File: src/rtl/rst_seq_if.sv
// Sequenced-reset bundle: soft-reset request, per-stage acks and the sequenced
// reset/status outputs. master = sequencer side, slave = consumer side.
interface rst_seq_if #(
  parameter int P_STAGES = 4
) ();
  localparam int SW = $clog2(P_STAGES + 1);

  logic                i_soft_rst;
  logic [P_STAGES-1:0] i_ack;
  logic [P_STAGES-1:0] o_rst;
  logic [SW-1:0]       o_stage;
  logic                o_done;
  logic                o_timeout_err;

  modport master (
    input  i_soft_rst, i_ack,
    output o_rst, o_stage, o_done, o_timeout_err
  );

  modport slave (
    output i_soft_rst, i_ack,
    input  o_rst, o_stage, o_done, o_timeout_err
  );
endinterface

File: src/rtl/rst_seq.sv
// Releases P_STAGES reset domains in index order, waiting for each ack, with a
// per-stage timeout. Optional auto re-sequence on ack loss: RST_SEQ_ACK_LOSS_EN.
module rst_seq #(
  parameter int P_STAGES     = 4,
  parameter int P_HOLD_CYCLE = 16,
  parameter int P_TIMEOUT    = 1024,
  parameter int P_CNT_W      = 16
) (
  input  logic      i_clk,
  input  logic      i_rst,
  rst_seq_if.master bus
);
  localparam int SW = $clog2(P_STAGES + 1);
  localparam logic [P_CNT_W-1:0] HOLD_LAST = P_CNT_W'(P_HOLD_CYCLE - 1);
  localparam logic [P_CNT_W-1:0] TO_LAST   = P_CNT_W'(P_TIMEOUT - 1);

  typedef enum logic [2:0] {
    S_ASSERT,
    S_WAIT_ACK,
    S_GAP,
    S_DONE,
    S_ERROR
  } state_t;

  state_t              state_q, state_d;
  logic [P_CNT_W-1:0]  cnt_q, cnt_d;
  logic [P_STAGES-1:0] rst_q, rst_d;
  logic [SW-1:0]       stage_q, stage_d;
  logic                done_q, done_d;
  logic                err_q, err_d;
  logic                ack_k;
`ifdef RST_SEQ_ACK_LOSS_EN
  logic [P_STAGES-1:0] released;
`endif

  always_ff @(posedge i_clk) begin
    if (i_rst) begin
      state_q <= S_ASSERT;
      cnt_q   <= '0;
      rst_q   <= '1;
      stage_q <= '0;
      done_q  <= 1'b0;
      err_q   <= 1'b0;
    end else begin
      state_q <= state_d;
      cnt_q   <= cnt_d;
      rst_q   <= rst_d;
      stage_q <= stage_d;
      done_q  <= done_d;
      err_q   <= err_d;
    end
  end

  always_comb begin
    state_d = state_q;
    cnt_d   = cnt_q;
    rst_d   = rst_q;
    stage_d = stage_q;
    done_d  = done_q;
    err_d   = err_q;
    ack_k   = 1'b0;
`ifdef RST_SEQ_ACK_LOSS_EN
    released = '0;
`endif

    // Mux by loop so the index width never depends on P_STAGES vs SW.
    for (int unsigned k = 0; k < P_STAGES; k++) begin
      if (k == 32'(stage_q)) ack_k = bus.i_ack[k];
`ifdef RST_SEQ_ACK_LOSS_EN
      if (k < 32'(stage_q)) released[k] = 1'b1;
`endif
    end

    case (state_q)
      S_ASSERT: begin
        if (cnt_q == HOLD_LAST) begin
          rst_d[0] = 1'b0;
          cnt_d    = '0;
          stage_d  = '0;
          state_d  = S_WAIT_ACK;
        end else begin
          cnt_d = cnt_q + P_CNT_W'(1);
        end
      end
      S_WAIT_ACK: begin
        if (ack_k) begin
          if (stage_q == SW'(P_STAGES - 1)) begin
            done_d  = 1'b1;
            stage_d = SW'(P_STAGES);
            state_d = S_DONE;
          end else begin
            cnt_d   = '0;
            state_d = S_GAP;
          end
        end else if (P_TIMEOUT != 0 && cnt_q == TO_LAST) begin
          rst_d   = '1;
          err_d   = 1'b1;
          state_d = S_ERROR;
        end else begin
          cnt_d = cnt_q + P_CNT_W'(1);
        end
      end
      S_GAP: begin
        if (cnt_q == HOLD_LAST) begin
          stage_d = stage_q + SW'(1);
          for (int unsigned k = 0; k < P_STAGES; k++) begin
            if (k == 32'(stage_q) + 1) rst_d[k] = 1'b0;
          end
          cnt_d   = '0;
          state_d = S_WAIT_ACK;
        end else begin
          cnt_d = cnt_q + P_CNT_W'(1);
        end
      end
      S_DONE:  ;
      S_ERROR: begin
        rst_d = '1;
        err_d = 1'b1;
      end
      default: state_d = S_ASSERT;
    endcase

`ifdef RST_SEQ_ACK_LOSS_EN
    // In DONE stage_q == P_STAGES, so every stage counts as released.
    if ((state_q == S_WAIT_ACK || state_q == S_GAP || state_q == S_DONE) &&
        |(released & ~bus.i_ack)) begin
      rst_d   = '1;
      done_d  = 1'b0;
      cnt_d   = '0;
      stage_d = '0;
      state_d = S_ASSERT;
    end
`endif

    if (bus.i_soft_rst) begin
      rst_d   = '1;
      done_d  = 1'b0;
      err_d   = 1'b0;
      stage_d = '0;
      cnt_d   = '0;
      state_d = S_ASSERT;
    end
  end

  assign bus.o_rst         = rst_q;
  assign bus.o_stage       = stage_q;
  assign bus.o_done        = done_q;
  assign bus.o_timeout_err = err_q;
endmodule

File: src/flat_wrapper.sv
// flat-port wrapper written by rule: the top's interface ports become plain ports
module rst_seq_flat 
#(
  parameter int P_STAGES     = 4,
  parameter int P_HOLD_CYCLE = 16,
  parameter int P_TIMEOUT    = 1024,
  parameter int P_CNT_W      = 16
)
  (i_clk, i_rst, bus_i_soft_rst, bus_i_ack, bus_o_rst, bus_o_stage, bus_o_done, bus_o_timeout_err);
  rst_seq_if #(.P_STAGES(P_STAGES)) bus_i ();
  input  logic i_clk;
  input  logic i_rst;
  input wire logic [$bits(bus_i.i_soft_rst)-1:0] bus_i_soft_rst;
  input wire logic [$bits(bus_i.i_ack)-1:0] bus_i_ack;
  output wire logic [$bits(bus_i.o_rst)-1:0] bus_o_rst;
  output wire logic [$bits(bus_i.o_stage)-1:0] bus_o_stage;
  output wire logic [$bits(bus_i.o_done)-1:0] bus_o_done;
  output wire logic [$bits(bus_i.o_timeout_err)-1:0] bus_o_timeout_err;
  assign bus_i.i_soft_rst = bus_i_soft_rst;
  assign bus_i.i_ack = bus_i_ack;
  assign bus_o_rst = bus_i.o_rst;
  assign bus_o_stage = bus_i.o_stage;
  assign bus_o_done = bus_i.o_done;
  assign bus_o_timeout_err = bus_i.o_timeout_err;
  rst_seq #(.P_STAGES(P_STAGES), .P_HOLD_CYCLE(P_HOLD_CYCLE), .P_TIMEOUT(P_TIMEOUT), .P_CNT_W(P_CNT_W)) u_core (.i_clk(i_clk), .i_rst(i_rst), .bus(bus_i));
endmodule
File: config.mk
export PLATFORM = sky130hd
export DESIGN_NAME = rst_seq_flat
export DESIGN_NICKNAME = d
export VERILOG_FILES = /design/src/rtl/rst_seq_if.sv /design/src/rtl/rst_seq.sv /design/src/flat_wrapper.sv
export SDC_FILE = /design/constraint.sdc
export NUM_CORES = 1
export LEC_CHECK = 0
export CAP_MARGIN = 10
export CORE_MARGIN = 4
export CORE_UTILIZATION = 50
export DETAILED_ROUTE_END_ITERATION = 6
export PLACE_DENSITY = 0.71
export SYNTH_ARGS = -nofsm -noshare
export SYNTH_HDL_FRONTEND = slang
export SYNTH_SLANG_ARGS = --single-unit
File: constraint.sdc
create_clock -name i_clk -period 3.8 [get_ports i_clk]
set_input_delay 0.76 -clock i_clk [delete_from_list [all_inputs] [get_ports i_clk]]
set_output_delay 0.76 -clock i_clk [all_outputs]
set_load 0.005 [all_outputs]
Word level (Yosys, flattened, before mapping)
Index checks and enable logic that the tools add are counted.
{"block": "word_totals", "output_inout_bits": 9, "regBits": 28, "elab_cells": 92}
{"block": "op_classes", "eq_ne": 27, "n_reduce_logical": 20, "addsub": 3, "muxes": 32, "bitwise": 1}
{"cell": "2-bit by 32-bit equality test with 1-bit output (first input constant)", "count": 2}
{"cell": "16-bit two-way mux", "count": 4}
{"cell": "1-bit by 32-bit equality test with 1-bit output (first input constant)", "count": 1}
{"cell": "32-bit logical NOT", "count": 1}
{"cell": "16-bit case mux with 2 select lines", "count": 1}
{"cell": "3-bit case mux with 3 select lines", "count": 3}
{"cell": "3-bit two-way mux", "count": 7}
{"cell": "2-bit by 1-bit != test with 1-bit output (second input constant)", "count": 10}
{"cell": "5-bit AND reduction", "count": 4}
{"cell": "16-bit by 1-bit adder with 16-bit output (second input constant)", "count": 1}
{"cell": "16-bit by 10-bit equality test with 1-bit output (second input constant)", "count": 1}
{"cell": "16-bit by 4-bit equality test with 1-bit output (second input constant)", "count": 1}
{"cell": "1-bit two-way mux", "count": 12}
{"cell": "4-bit two-way mux", "count": 3}
{"cell": "3-bit AND reduction", "count": 4}
{"cell": "3-bit by 2-bit equality test with 1-bit output (second input constant)", "count": 3}
{"cell": "2-bit by 3-bit equality test with 1-bit output (first input constant)", "count": 2}
{"cell": "3-bit logical NOT", "count": 2}
{"cell": "6-bit AND reduction", "count": 1}
{"cell": "3-bit nonzero test", "count": 2}
{"cell": "2-bit OR reduction", "count": 3}
{"cell": "3-bit by 1-bit adder with 4-bit output (second input constant)", "count": 1}
{"cell": "1-bit case mux with 4 select lines", "count": 1}
{"cell": "2-bit nonzero test", "count": 2}
{"cell": "11 further kinds", "count": 11}

Logic depth before layout (Yosys ltp)
Gate-level depths: netlist of run 1.
{"block": "depth", "depth_word": 7, "depth_mapped": 9}

Worst setup path before layout of run 1
Ideal clock, no wire load.
{"block": "synth_path", "kind": "input to register", "start": "in bus_i_ack[2]", "end": "reg u_core.rst_q[1], in the netlist u_core.bus.o_rst[1]", "setup_time_ns": 0.133, "t_required_ns": 3.667, "stages": 5, "t_arrival_ns": 2.057, "slack_ns": 1.610, "cell_sequence": "or2b_2 o211a_1 or4_2 o211ai_1 nand3_1"}
{"block": "synth_via", "elab_chain_len": 4}
{"element": "start, declared", "line": "flat_wrapper.sv:14", "source": "input wire logic [$bits(bus_i.i_ack)-1:0] bus_i_ack;"}
{"element": "1-bit two-way mux (2 in series)", "line": "rst_seq.sv:68", "source": "if (k == 32'(stage_q)) ack_k = bus.i_ack[k];"}
{"element": "2-bit != test (no source line)"}
{"element": "5-bit AND reduction (no source line)"}
{"element": "end signal, assigned", "line": "rst_seq.sv:47", "source": "rst_q <= rst_d;"}
{"element": "end, declared", "line": "rst_seq.sv:27", "source": "logic [P_STAGES-1:0] rst_q, rst_d;"}
Every way passes these cells.
A chain may end at the register's enable or synchronous reset.

Worst setup path in the final report of run 1
{"block": "layout_path", "start": "in bus_i_ack[1]", "end": "reg u_core.cnt_q[4]"}
{"block": "layout_via", "elab_chain_len": 5}
{"element": "1-bit two-way mux * (3 in series)", "line": "rst_seq.sv:68"}
{"element": "3-bit != test (no source line) (tied with other cells)"}
{"element": "3-bit AND reduction (no source line) or 16-bit case mux with 2 select lines (tied branches)"}
{"element": "end signal, assigned", "line": "rst_seq.sv:46", "source": "cnt_q <= cnt_d;"}
{"element": "end, declared", "line": "rst_seq.sv:26", "source": "logic [P_CNT_W-1:0] cnt_q, cnt_d;"}
Mark *: on every way between the ends. The rest lies on a longest branch, timed or not.

==> impl_results.rst, run 1 <==
.. list-table::
   :header-rows: 1

   * - Metric
     - Value
   * - Sum of negative setup slack
     - 0 ps
   * - Cell area after technology mapping
     - 1785 um2
   * - Reg2Reg Launch Point
     - u_core.bus.o_stage[0]$_SDFFE_PP0P_
   * - Result of the run
     - finished, final reports clean
   * - Routability-driven placement congestion ratio
     - 0.8342
   * - Syn_area_per_cell
     - 9.110 um2
   * - Maximum count of clock buffers along a single path
     - 2
   * - ANT nets after route
     - 0
   * - Insertion delay to the later sink of the worst-skew pair
     - 320 ps
   * - Fin Clk Skew
     - 4.541 ps
   * - P&R area growth vs syn
     - 7.919%
   * - Max IR drop VDD
     - 0.1586 mV
   * - Sequential fraction of the synthesis area
     - 31.39%
   * - Largest net degree at the start of global routing
     - 27
   * - Startpoint Class
     - primary input
   * - TritonCTS clock tree
     - built
   * - Total via count after detailed routing
     - between 1500 and 2000
   * - Min-Delay Path Class
     - register to register
   * - Wirelength, routed
     - 3924 um
   * - Total CTS buffers
     - 3
   * - Multiplexer share of the synthesized area
     - 0%
   * - Total instance count after detailed placement
     - 247
   * - Standard-cell rows
     - 21
   * - Instance count of the mapped netlist
     - 196
   * - Max_cap viols
     - 0
   * - Highest fanout seen on the critical path
     - 26
   * - End of the critical path
     - u_core.cnt_q[4]$_SDFFE_PP0P_
   * - Number of endpoints failing setup at the final stage
     - 0
   * - Area occupied by multi-input gates
     - 1102 um2
   * - Max-slew violation count
     - 0
   * - Final critical-path setup slack
     - 1257 ps
   * - Hold violation count in the final report
     - 0
   * - Die outline area
     - 4591 um2
   * - Leading cell type in the layout, fill and taps excluded
     - sky130_fd_sc_hd__dfxtp_1
   * - Number of nets in the layout
     - 220
   * - Data arrival time of the worst path
     - 2790 ps
   * - Transition time of the tightest slew-check pin
     - 883.5 ps
   * - Filler cells
     - 304
   * - Final period util
     - 66.93%
   * - Share of post-route cells with drive strength above 1
     - roughly 16%
   * - Fraction of the core area covered by cells at the end of the flow
     - 56.85%
   * - Clock edge transition at the registers on the reported setup and hold paths
     - roughly 150 ps
   * - Hold-fix buffers, CTS
     - 0
   * - Kind of end point of the critical path
     - register
   * - Average wire per standard cell
     - 15.70 um
   * - Number of H-tree branching levels
     - 1
   * - Number of standard cells in the layout, taps in and fillers out
     - 250
   * - Vert. Die Dim
     - ~68 um
   * - FF+latch count, synth
     - 28
   * - Via count of the first global-routing pass
     - approximately 1400
   * - # resized after CTS
     - 0
   * - Ports
     - 16
   * - Yosys Warn Count
     - 0
   * - Number of cells on the worst reg-to-reg path
     - 7
   * - Placeable core region
     - between 3000 and 4000 um2
   * - Via-per-instance ratio
     - 6.184
   * - Worst max-slew margin expressed relative to the limit
     - 40.91%
   * - Storage cell area
     - 560.5 um2
   * - Crit path required time
     - ~4000 ps
   * - Clock period minus worst slack
     - 2543 ps
   * - Effective utilization at floorplan
     - 52.68%
   * - Iter 0 DRT Violations
     - about 130
   * - Leakage Power
     - ~0.00057 uW
   * - Count of unresolved DRC violations after routing
     - 0
   * - Unrepaired setup endpoints after global routing
     - no
   * - Post-detail-place hpwl
     - approximately 2900 um
   * - Width of the die
     - 67.76 um
   * - Total gr overflow
     - 0
   * - Post-Synth XOR/XNOR Area
     - 1.472%
   * - Number of unique standard cell types used by synthesis
     - 57
   * - Pre-CTS setup slack
     - about 960 ps
   * - Synthesized Nets
     - 210
   * - Total GRT Usage
     - 19.33%
   * - Commonest non-fill, non-tap cells in the layout
     - 28 x sky130_fd_sc_hd__dfxtp_1, 17 x sky130_fd_sc_hd__nand3_1, 15 x sky130_fd_sc_hd__clkdlybuf4s50_1
   * - Launching element of the worst setup path
     - bus_i_ack[1]
   * - Critical path class
     - primary input to register
   * - Port buffer count
     - 15
   * - Wire length of the first global-routing pass
     - 6803 um
   * - Antenna violations before repair
     - 0
   * - Combinational family with the most area after synthesis
     - simple AND/OR/NAND/NOR gates
   * - Simple-gate share of the synthesized area
     - 28.66%
   * - Power per cell area
     - 227.9 nW/um2
   * - Setup slack, reg-to-reg
     - 1260 ps
   * - Clock sink count
     - 28
   * - Antenna diode count
     - 0
   * - Complex-gate fraction of the synthesized area
     - 26.70%
   * - Fmax achieved
     - 393.2 MHz
   * - Post-synthesis adder-cell area fraction
     - 4.905%
   * - Root Buffer Master
     - sky130_fd_sc_hd__clkbuf_4
   * - Detailed-routing iteration count for the pre-antenna-repair pass
     - 4
   * - Reg-to-Reg End
     - u_core.cnt_q[4]$_SDFFE_PP0P_
   * - Number of buffers inserted to repair setup after CTS
     - 0
## worst max-delay path: stages
cell,delay [ps]
sky130_fd_sc_hd__clkdlybuf4s50_1,420
sky130_fd_sc_hd__a21o_2,220
sky130_fd_sc_hd__o211a_1,260
sky130_fd_sc_hd__a211oi_4,710
sky130_fd_sc_hd__o31ai_1,160
sky130_fd_sc_hd__a211oi_1,250
## power by group
part | internal [uW] | switching, uW
Sequential | 295 | 0.973
Clock | 37.2 | 86.6
Combinational | 9.46 | 10.2
Total | 341 | 97.8
## layout make-up
type,instances,area share (%)
timing repair buffer,15,7.792
inverter,9,1.753
tap,46,2.987
sequential,28,29.09
multi-input combinational,149,57.21
clock buffer,3,1.169
## synth_stat cells, drive strengths merged
cell type	n	share of area, %
nand4b	1	0.49
o21ai	11	3.3
ha	7	4.9
or3	5	2.0
dfxtp	28	31
xnor2	2	0.98
or2b	1	0.49
nor4	3	1.9
and3b	1	0.49
and2	2	0.70
a2111oi	1	0.49
a21oi	5	1.4
a211o	1	0.49
nand3b	1	0.42
a21o	3	1.8
or4	9	4.1
clkbuf	4	1.4
nor4b	1	0.49
and4	1	0.63
nor3	5	1.4
and3	3	1.1
o211a	1	0.56
o41ai	1	0.49
o31a	1	0.49
inv	9	1.9
xor2	1	0.49
or3b	1	0.49
o311a	1	0.56
o31ai	8	3.4
or2	2	0.70
and4bb	1	0.70
o21a	2	0.84
nor2	10	2.1
nand4	5	2.9
nand2	11	2.3
nand2b	1	0.35
a211oi	16	10
o211ai	6	2.5
nand3	17	4.8
buf	6	3.6
o22a	1	0.49
## state kept, by name, indices dropped and copies added (netlist names)
register	flops
u_core.cnt_q	16
u_core.bus.o_stage	3
u_core.state_q	3
u_core.bus.o_timeout_err	1
u_core.bus.o_done	1
u_core.bus.o_rst	4
## cells by family (layout without fill, tap and decap cells)
group | after synthesis | count (layout)
AO/OA/AOI/OAI | 58 | 58
XOR/XNOR | 3 | 3
adder cells (fa/ha/maj) | 7 | 7
buffers and inverters | 19 | 27
flip-flops | 28 | 28
AND/OR/NAND/NOR | 81 | 81
## worst min path at each step
| stage | from | end | slack, ps | cells past startpoint |
|---|---|---|---|---|
| after floorplan | u_core.bus.o_timeout_err$_SDFFE_PP0P_ | u_core.bus.o_timeout_err$_SDFFE_PP0P_ | 450 | 1 |
| after global placement | u_core.bus.o_timeout_err$_SDFFE_PP0P_ | u_core.bus.o_timeout_err$_SDFFE_PP0P_ | 440 | 1 |
| after detailed placement | u_core.bus.o_timeout_err$_SDFFE_PP0P_ | u_core.bus.o_timeout_err$_SDFFE_PP0P_ | 450 | 1 |
| after CTS | u_core.bus.o_timeout_err$_SDFFE_PP0P_ | u_core.bus.o_timeout_err$_SDFFE_PP0P_ | 480 | 1 |
| after global routing | u_core.bus.o_timeout_err$_SDFFE_PP0P_ | u_core.bus.o_timeout_err$_SDFFE_PP0P_ | 500 | 1 |
| final | u_core.bus.o_timeout_err$_SDFFE_PP0P_ | u_core.bus.o_timeout_err$_SDFFE_PP0P_ | 480 | 1 |
## layer usage
layer,vias up,GRT usage [%],part of all wire [%]
met5,-,0,0
met4,0,3.038,0.66
met3,4,2.496,3.2
met2,28,30.01,46
met1,737,28.70,50
li1,777,-,-
## stage by stage
stage               power (uW)  hold WS [ps]  instance area [um2]
finish                   439.2         479.3                 1927
CTS                      440.5         483.4                 1927
detailed placement       321.5         446.3                 1904
global placement         320.8         439.6                 1904
global route             456.4         504.2                 1927
floorplan                313.6         450.5                 1785
Note: power is estimated with default switching activity, not from simulation.
==> run 2: changes to the inputs <==
==> constraint.sdc (replaced) <==
create_clock -name i_clk -period 2.4 [get_ports i_clk]
set_input_delay 0.48 -clock i_clk [delete_from_list [all_inputs] [get_ports i_clk]]
set_output_delay 0.48 -clock i_clk [all_outputs]
set_load 0.005 [all_outputs]
==> impl_results.rst, run 2 (synthesis gave the netlist of run 1 again) <==
.. list-table::
   :header-rows: 1

   * - Metric
     - Value
   * - Result of the run
     - finished, final reports clean
   * - Commonest non-fill, non-tap cells in the layout
     - 26 x sky130_fd_sc_hd__dfxtp_1, 17 x sky130_fd_sc_hd__nand3_1, 15 x sky130_fd_sc_hd__clkdlybuf4s50_1
   * - Highest fanout seen on the critical path
     - 26 (unchanged)
   * - Max reg flops
     - 16 (unchanged)
   * - Ports
     - 16 (unchanged)
   * - Vert. Die Dim
     - 67.76 um (unchanged)
   * - Width of the die
     - 67.76 um (unchanged)
   * - Reg-to-Reg End
     - u_core.cnt_q[4]$_SDFFE_PP0P_
   * - Setup slack, reg-to-reg
     - 70 ps (-1190 ps)
   * - Max IR drop VDD
     - 0.3478 mV (+120%)
   * - Number of H-tree branching levels
     - 1 (unchanged)
   * - Min-Delay Path Class
     - register to register
   * - Crit path required time
     - 2670 ps (-1370 ps)
   * - Root Buffer Master
     - sky130_fd_sc_hd__clkbuf_4
   * - Via count of the first global-routing pass
     - 1450 (+2.8%)
   * - Leakage Power
     - 0.0006194 uW (+8.3%)
   * - Total GRT Usage
     - 18.53% (-0.80 points)
   * - Largest register by flop count
     - u_core.cnt_q
   * - Global-route met1 utilization
     - 26.89% (-1.8 points)
   * - Insertion delay to the later sink of the worst-skew pair
     - 340 ps (+20 ps)
   * - Launch instance of the worst min-delay path
     - u_core.bus.o_timeout_err$_SDFFE_PP0P_
   * - TritonCTS clock tree
     - built
   * - Transition time of the tightest slew-check pin
     - 781.9 ps (-101.6 ps)
   * - Fin Clk Skew
     - 4.717 ps (+0.1751 ps)
   * - Placeable core region
     - 3390 um2 (unchanged)
   * - Iter 0 DRT Violations
     - 97 (-24%)
   * - Leading cell type in the layout, fill and taps excluded
     - sky130_fd_sc_hd__dfxtp_1
   * - Share of post-route cells with drive strength above 1
     - 21.23% (+5.0 points)
   * - Number of standard cells in the layout, taps in and fillers out
     - 258 (+3.2%)
   * - Standard-cell rows
     - 21 (unchanged)
   * - Clock edge transition at the registers on the reported setup and hold paths
     - 160 ps (about the same)
   * - Unrepaired setup endpoints after global routing
     - no
   * - Max-slew violation count
     - 0 (unchanged)
   * - Number of endpoints failing setup at the final stage
     - 0 (unchanged)
   * - Total CTS buffers
     - 3 (unchanged)
   * - Sum of negative setup slack
     - 0 ps (unchanged)
   * - Filler cells
     - 300 (-1.3%)
   * - Power per cell area
     - 368.2 nW/um2 (+62%)
   * - Total instance count after detailed placement
     - 254 (+2.8%)
   * - Detailed-routing iteration count for the pre-antenna-repair pass
     - 4 (unchanged)
   * - Average wire per standard cell
     - 15.61 um (-0.53%)
   * - Total cell area at the placement stage
     - 1969 um2 (+3.4%)
   * - Reg2Reg Launch Point
     - u_core.bus.o_stage[1]$_SDFFE_PP0P_
   * - Number of nets in the layout
     - 227 (+3.2%)
   * - Global routing usage on met2
     - 28.07% (-1.9 points)
   * - Antenna violations before repair
     - 0 (unchanged)
   * - Hold violation count in the final report
     - 0 (unchanged)
   * - Port buffer count
     - 15 (unchanged)
   * - Startpoint Class
     - register
   * - Clock sink count
     - 28 (unchanged)
   * - Wire length of the first global-routing pass
     - 6644 um (-2.3%)
   * - Max_cap viols
     - 0 (unchanged)
   * - Maximum count of clock buffers along a single path
     - 2 (unchanged)
   * - Count of unresolved DRC violations after routing
     - 0 (unchanged)
   * - ANT nets after route
     - 0 (unchanged)
   * - Number of buffers inserted to repair setup after CTS
     - 0 (unchanged)
   * - Clock period minus worst slack
     - 2332 ps
   * - Die outline area
     - 4591 um2 (unchanged)
   * - Final period util
     - 97.16%
   * - Effective utilization at floorplan
     - 52.68% (unchanged)
   * - Wirelength, routed
     - 4028 um (+2.7%)
   * - Number of cells on the worst reg-to-reg path
     - 8 (+1)
   * - Kind of end point of the critical path
     - register
   * - Summed area of non-filler cells in the final layout
     - 2018 um2 (+4.7%)
   * - Post-detail-place hpwl
     - 2947 um (+1.7%)
   * - Total via count after detailed routing
     - 1585 (+2.5%)
   * - Critical path class
     - register to register
   * - Via-per-instance ratio
     - 6.143 (-0.66%)
   * - Antenna diode count
     - 0 (unchanged)
   * - Most used routing layer in global routing
     - met2
   * - Met3 usage
     - 2.995% (+0.50 points)
   * - P&R area growth vs syn
     - 13.03%
   * - Total gr overflow
     - 0 (unchanged)
   * - Worst max-slew margin expressed relative to the limit
     - 47.88% (+7.0 points)
   * - Routability-driven placement congestion ratio
     - 0.8480 (+1.7%)
   * - Worst Hold End
     - u_core.bus.o_timeout_err$_SDFFE_PP0P_
   * - Fmax achieved
     - 428.8 MHz
   * - Cell depth of the worst hold path
     - 1 (unchanged)
   * - Data arrival time of the worst path
     - 2600 ps (-190 ps)
   * - Largest net degree at the start of global routing
     - 27 (unchanged)
[run 2: routing by layer]
layer | share of wire (%) | routed length [um]
met3 | 5.8 | 235
met2 | 46 | 1852
met5 | 0 | 0
met4 | 0.60 | 24
met1 | 48 | 1916
[run 2: how the worst max path moves through the flow]
| stage | from | to | depth (start not counted) |
|---|---|---|---|
| finish | u_core.bus.o_stage[1]$_SDFFE_PP0P_ | u_core.cnt_q[4]$_SDFFE_PP0P_ | 8 |
| CTS | u_core.bus.o_stage[0]$_SDFFE_PP0P_ | u_core.cnt_q[4]$_SDFFE_PP0P_ | 8 |
| global route | u_core.bus.o_stage[0]$_SDFFE_PP0P_ | u_core.cnt_q[4]$_SDFFE_PP0P_ | 8 |
| floorplan | u_core.bus.o_stage[0]$_SDFFE_PP0P_ | u_core.bus.o_rst[1]$_SDFFE_PP1P_ | 7 |
| detailed placement | bus_i_ack[0] | u_core.cnt_q[6]$_SDFFE_PP0P_ | 7 |
| global placement | bus_i_ack[0] | u_core.cnt_q[8]$_SDFFE_PP0P_ | 7 |
[run 2: power breakdown]
part	switching, uW	internal [uW]	total, uW
clock	151	93.0	244
sequential	1.57	466	467
combinational	16.2	16.0	32.2
total	168	575	743
[run 2: stage by stage]
step                      hold slack [ps]  setup WS (ps)  utilization (%)  total power [uW]
final                               489.4          68.16            59.54             743.1
after global routing                528.1          8.597            59.54             760.8
after CTS                           496.2          11.58            59.17             748.5
after detailed placement            461.1         -118.3            58.10             510.4
after global placement              441.8         -49.21            58.10             509.4
after floorplan                     450.5          246.1                -             496.6
[run 2: final cells by class]
type / instances / area [um2] / share of cell area, %
Clock buffer: 4 / 36.28 / 1.798
Inverter: 9 / 33.78 / 1.674
Sequential cell: 28 / 565.5 / 28.02
Timing Repair Buffer: 22 / 215.2 / 10.66
Tap cell: 46 / 57.56 / 2.852
Multi-Input combinational cell: 149 / 1110 / 54.99
[run 2: what timing repair did]
item | in CTS | in global routing
hold buffers | 0 | 0
endpoints found under the setup margin | 0 | 8
resized for setup | 0 | 5
[run 2: critical path, cell delays in order, from the launching register on]
cell and delay, ps:
sky130_fd_sc_hd__dfxtp_2 390, sky130_fd_sc_hd__inv_1 70, sky130_fd_sc_hd__ha_1 220, sky130_fd_sc_hd__and3b_1 240
sky130_fd_sc_hd__o211a_1 250, sky130_fd_sc_hd__a211oi_4 60, sky130_fd_sc_hd__buf_12 160, sky130_fd_sc_hd__or4_2 630
sky130_fd_sc_hd__a211oi_2 240
==> run 3: changes to the inputs <==
--- a/config.mk
+++ b/config.mk
@@ -8,8 +8,10 @@
 export CAP_MARGIN = 10
 export CORE_MARGIN = 4
 export CORE_UTILIZATION = 50
+export CTS_BUF_LIST = sky130_fd_sc_hd__clkbuf_16
 export DETAILED_ROUTE_END_ITERATION = 6
 export PLACE_DENSITY = 0.71
+export SKIP_LAST_GASP = 1
 export SYNTH_ARGS = -nofsm -noshare
 export SYNTH_HDL_FRONTEND = slang
 export SYNTH_SLANG_ARGS = --single-unit
==> impl_results.rst, run 3 (synthesis gave the netlist of run 1 again) <==
.. list-table::
   :header-rows: 1

   * - Metric
     - Value
   * - Ports
     - 16 (unchanged)
   * - Worst Hold End
     - u_core.bus.o_timeout_err$_SDFFE_PP0P_
   * - Min-Delay Path Class
     - register to register
   * - Width of the die
     - 67.76 um (unchanged)
   * - Standard-cell rows
     - 21 (unchanged)
   * - # resized after CTS
     - 0 (unchanged)
   * - Number of cells on the worst reg-to-reg path
     - 8 (unchanged)
   * - Total cell area at the placement stage
     - 1969 um2 (unchanged)
   * - Critical path class
     - register to register
   * - Data arrival time of the worst path
     - 2480 ps (-120 ps)
   * - Delay of the slowest critical-path stage
     - 630 ps (about the same)
   * - Total GRT Usage
     - 19.57% (+1.0 points)
   * - Total instance count after detailed placement
     - 254 (unchanged)
   * - TritonCTS clock tree
     - built
   * - Max IR drop VDD
     - 0.3690 mV (+6.1%)
   * - Reg2Reg Launch Point
     - u_core.bus.o_stage[0]$_SDFFE_PP0P_
   * - Cell depth of the worst hold path
     - 1 (unchanged)
   * - Leakage Power
     - 0.0006364 uW (+2.7%)
   * - Leading cell type in the layout, fill and taps excluded
     - sky130_fd_sc_hd__dfxtp_1
   * - Final period util
     - 95.91% (-1.2 points)
   * - Number of buffers inserted to repair setup after CTS
     - 0 (unchanged)
   * - Fmax achieved
     - 434.4 MHz (+1.3%)
   * - Largest net degree at the start of global routing
     - 27 (unchanged)
   * - Critical Path Most Common Cell
     - sky130_fd_sc_hd__ha_1
   * - Result of the run
     - finished, final reports clean
   * - Launch instance of the worst min-delay path
     - u_core.bus.o_timeout_err$_SDFFE_PP0P_
   * - Launching element of the worst setup path
     - u_core.bus.o_stage[0]$_SDFFE_PP0P_
   * - Unrepaired setup endpoints after global routing
     - no
   * - ANT nets after route
     - 0 (unchanged)
   * - Sum of negative setup slack
     - 0 ps (unchanged)
   * - Power per cell area
     - 432.4 nW/um2 (+17%)
   * - Maximum count of clock buffers along a single path
     - 2 (unchanged)
   * - Max-slew violation count
     - 0 (unchanged)
   * - Count of buffering cells on the critical path with inverters included
     - 1 (-1)
   * - Antenna violations before repair
     - 0 (unchanged)
   * - Startpoint Class
     - register
   * - Kind of end point of the critical path
     - register
   * - Post-detail-place hpwl
     - 2947 um (unchanged)
   * - Filler cells
     - 294 (-2.0%)
   * - Total gr overflow
     - 0 (unchanged)
   * - Number of nets in the layout
     - 227 (unchanged)
   * - Worst hold slack after final layout
     - 477.1 ps (-12.30 ps)
   * - Number of H-tree branching levels
     - 1 (unchanged)
   * - Iter 0 DRT Violations
     - 87 (-10%)
   * - Commonest non-fill, non-tap cells in the layout
     - 26 x sky130_fd_sc_hd__dfxtp_1, 17 x sky130_fd_sc_hd__nand3_1, 15 x sky130_fd_sc_hd__clkdlybuf4s50_1
   * - Max_cap viols
     - 0 (unchanged)
   * - Total CTS buffers
     - 3 (unchanged)
   * - Crit path required time
     - 2580 ps (-90 ps)
   * - Power, Total
     - 889.9 uW (+20%)
   * - Largest delay contributor family on the critical path
     - simple AND/OR/NAND/NOR gates
   * - Number of endpoints failing setup at the final stage
     - 0 (unchanged)
   * - Setup slack, reg-to-reg
     - 100 ps (+30 ps)
   * - Transition time of the tightest slew-check pin
     - 796.5 ps (+14.60 ps)
   * - Antenna diode count
     - 0 (unchanged)
   * - Wirelength, routed
     - 4184 um (+3.9%)
   * - Hold violation count in the final report
     - 0 (unchanged)
   * - Detailed-routing iteration count for the pre-antenna-repair pass
     - 4 (unchanged)
   * - Clock sink count
     - 28 (unchanged)
   * - Root Buffer Master
     - sky130_fd_sc_hd__clkbuf_16
   * - Hold-fix buffers, CTS
     - 0 (unchanged)
   * - Slowest-stage cell, CP
     - sky130_fd_sc_hd__or4_2
   * - Worst max-slew margin expressed relative to the limit
     - 46.90% (-0.97 points)
   * - Count of unresolved DRC violations after routing
     - 0 (unchanged)
   * - Placeable core region
     - 3390 um2 (unchanged)
   * - Clock edge transition at the registers on the reported setup and hold paths
     - 70 ps (-90 ps)
   * - Insertion delay to the later sink of the worst-skew pair
     - 260 ps (-80 ps)
   * - Highest fanout seen on the critical path
     - 26 (unchanged)
   * - Share of post-route cells with drive strength above 1
     - 20.75% (-0.47 points)
   * - Via count of the first global-routing pass
     - 1467 (+1.2%)
   * - Via-per-instance ratio
     - 6.244 (+1.6%)
   * - Reg-to-Reg End
     - u_core.cnt_q[4]$_SDFFE_PP0P_
   * - Clock period minus worst slack
     - 2302 ps (-29.97 ps)
   * - Fin Clk Skew
     - 2.328 ps (-2.389 ps)
   * - Summed area of non-filler cells in the final layout
     - 2058 um2 (+2.0%)
   * - Max reg flops
     - 16 (unchanged)
   * - Ordered list of cells on the worst path
     - ha_1 > ha_1 > nor2_2 > o211a_1 > a211oi_4 > buf_12 > or4_2 > a211oi_2
   * - Port buffer count
     - 15 (unchanged)
   * - P&R area growth vs syn
     - 15.28%
   * - Die outline area
     - 4591 um2 (unchanged)
   * - Total via count after detailed routing
     - 1611 (+1.6%)
   * - Routability-driven placement congestion ratio
     - 0.8480 (unchanged)
   * - Vert. Die Dim
     - 67.76 um (unchanged)
   * - Wire length of the first global-routing pass
     - 6941 um (+4.5%)
   * - Effective utilization at floorplan
     - 52.68% (unchanged)
   * - Number of standard cells in the layout, taps in and fillers out
     - 258 (unchanged)
   * - Average wire per standard cell
     - 16.22 um (+3.9%)
   * - Largest register by flop count
     - u_core.cnt_q
run 3: cell types whose count changed in the layout (fill, tap and decap cells not counted), sizes merged:
cell and change:
clkbuf -1, clkinv +1
run 3: where the power goes:
| group | total, uW | switching [uW] | internal [uW] |
|---|---|---|---|
| clock network | 390 | 166 | 224 |
| registers | 467 | 1.56 | 466 |
| logic | 32.5 | 16.6 | 16.0 |
| total | 890 | 184 | 706 |
run 3: layout make-up:
class                      count  area, um2  share of cell area [%]
clock inverter                 1      3.754                  0.1824
sequential                    28      563.0                   27.36
clock buffer                   3      75.07                   3.647
inverter                       9      33.78                   1.641
timing repair buffer          22      215.2                   10.46
tap                           46      57.56                   2.796
multi-input combinational    149       1110                   53.92
run 3: routing by layer:
layer | share of wire [%] | global-route usage (%) | routed length, um
met4 | 0.96 | 5.570 | 40
met5 | 0 | 0 | 0
met1 | 46 | 28.20 | 1924
met2 | 47 | 29.53 | 1963
met3 | 6.1 | 3.494 | 256
run 3: through the flow:
stage,util [%],worst slack (ps)
2_1_floorplan,-,246.1
3_3_place_gp,58.10,-49.21
3_5_place_dp,58.10,-118.3
4_1_cts,60.43,23.70
5_1_grt,60.72,10.57
6_report,60.72,98.13
run 3: worst reg2reg max path, delay by kind of cell, from the launching register on:
family / cells / cell delay [ps]
fa+ha+maj: 2 / 410
simple gates: 2 / 750
compound gates: 3 / 540
flops: 1 / 360
buf+inv: 1 / 160
run 3: worst max path at each step:
| stage | endpoint | slack (ps) | cells after the start |
|---|---|---|---|
| floorplan | u_core.bus.o_rst[1]$_SDFFE_PP1P_ | 250 | 7 |
| detailed placement | u_core.cnt_q[6]$_SDFFE_PP0P_ | -120 | 7 |
| global placement | u_core.cnt_q[8]$_SDFFE_PP0P_ | -50 | 7 |
| finish | u_core.cnt_q[4]$_SDFFE_PP0P_ | 100 | 8 |
| CTS | u_core.cnt_q[4]$_SDFFE_PP0P_ | 20 | 8 |
| global route | u_core.cnt_q[4]$_SDFFE_PP0P_ | 10 | 8 |
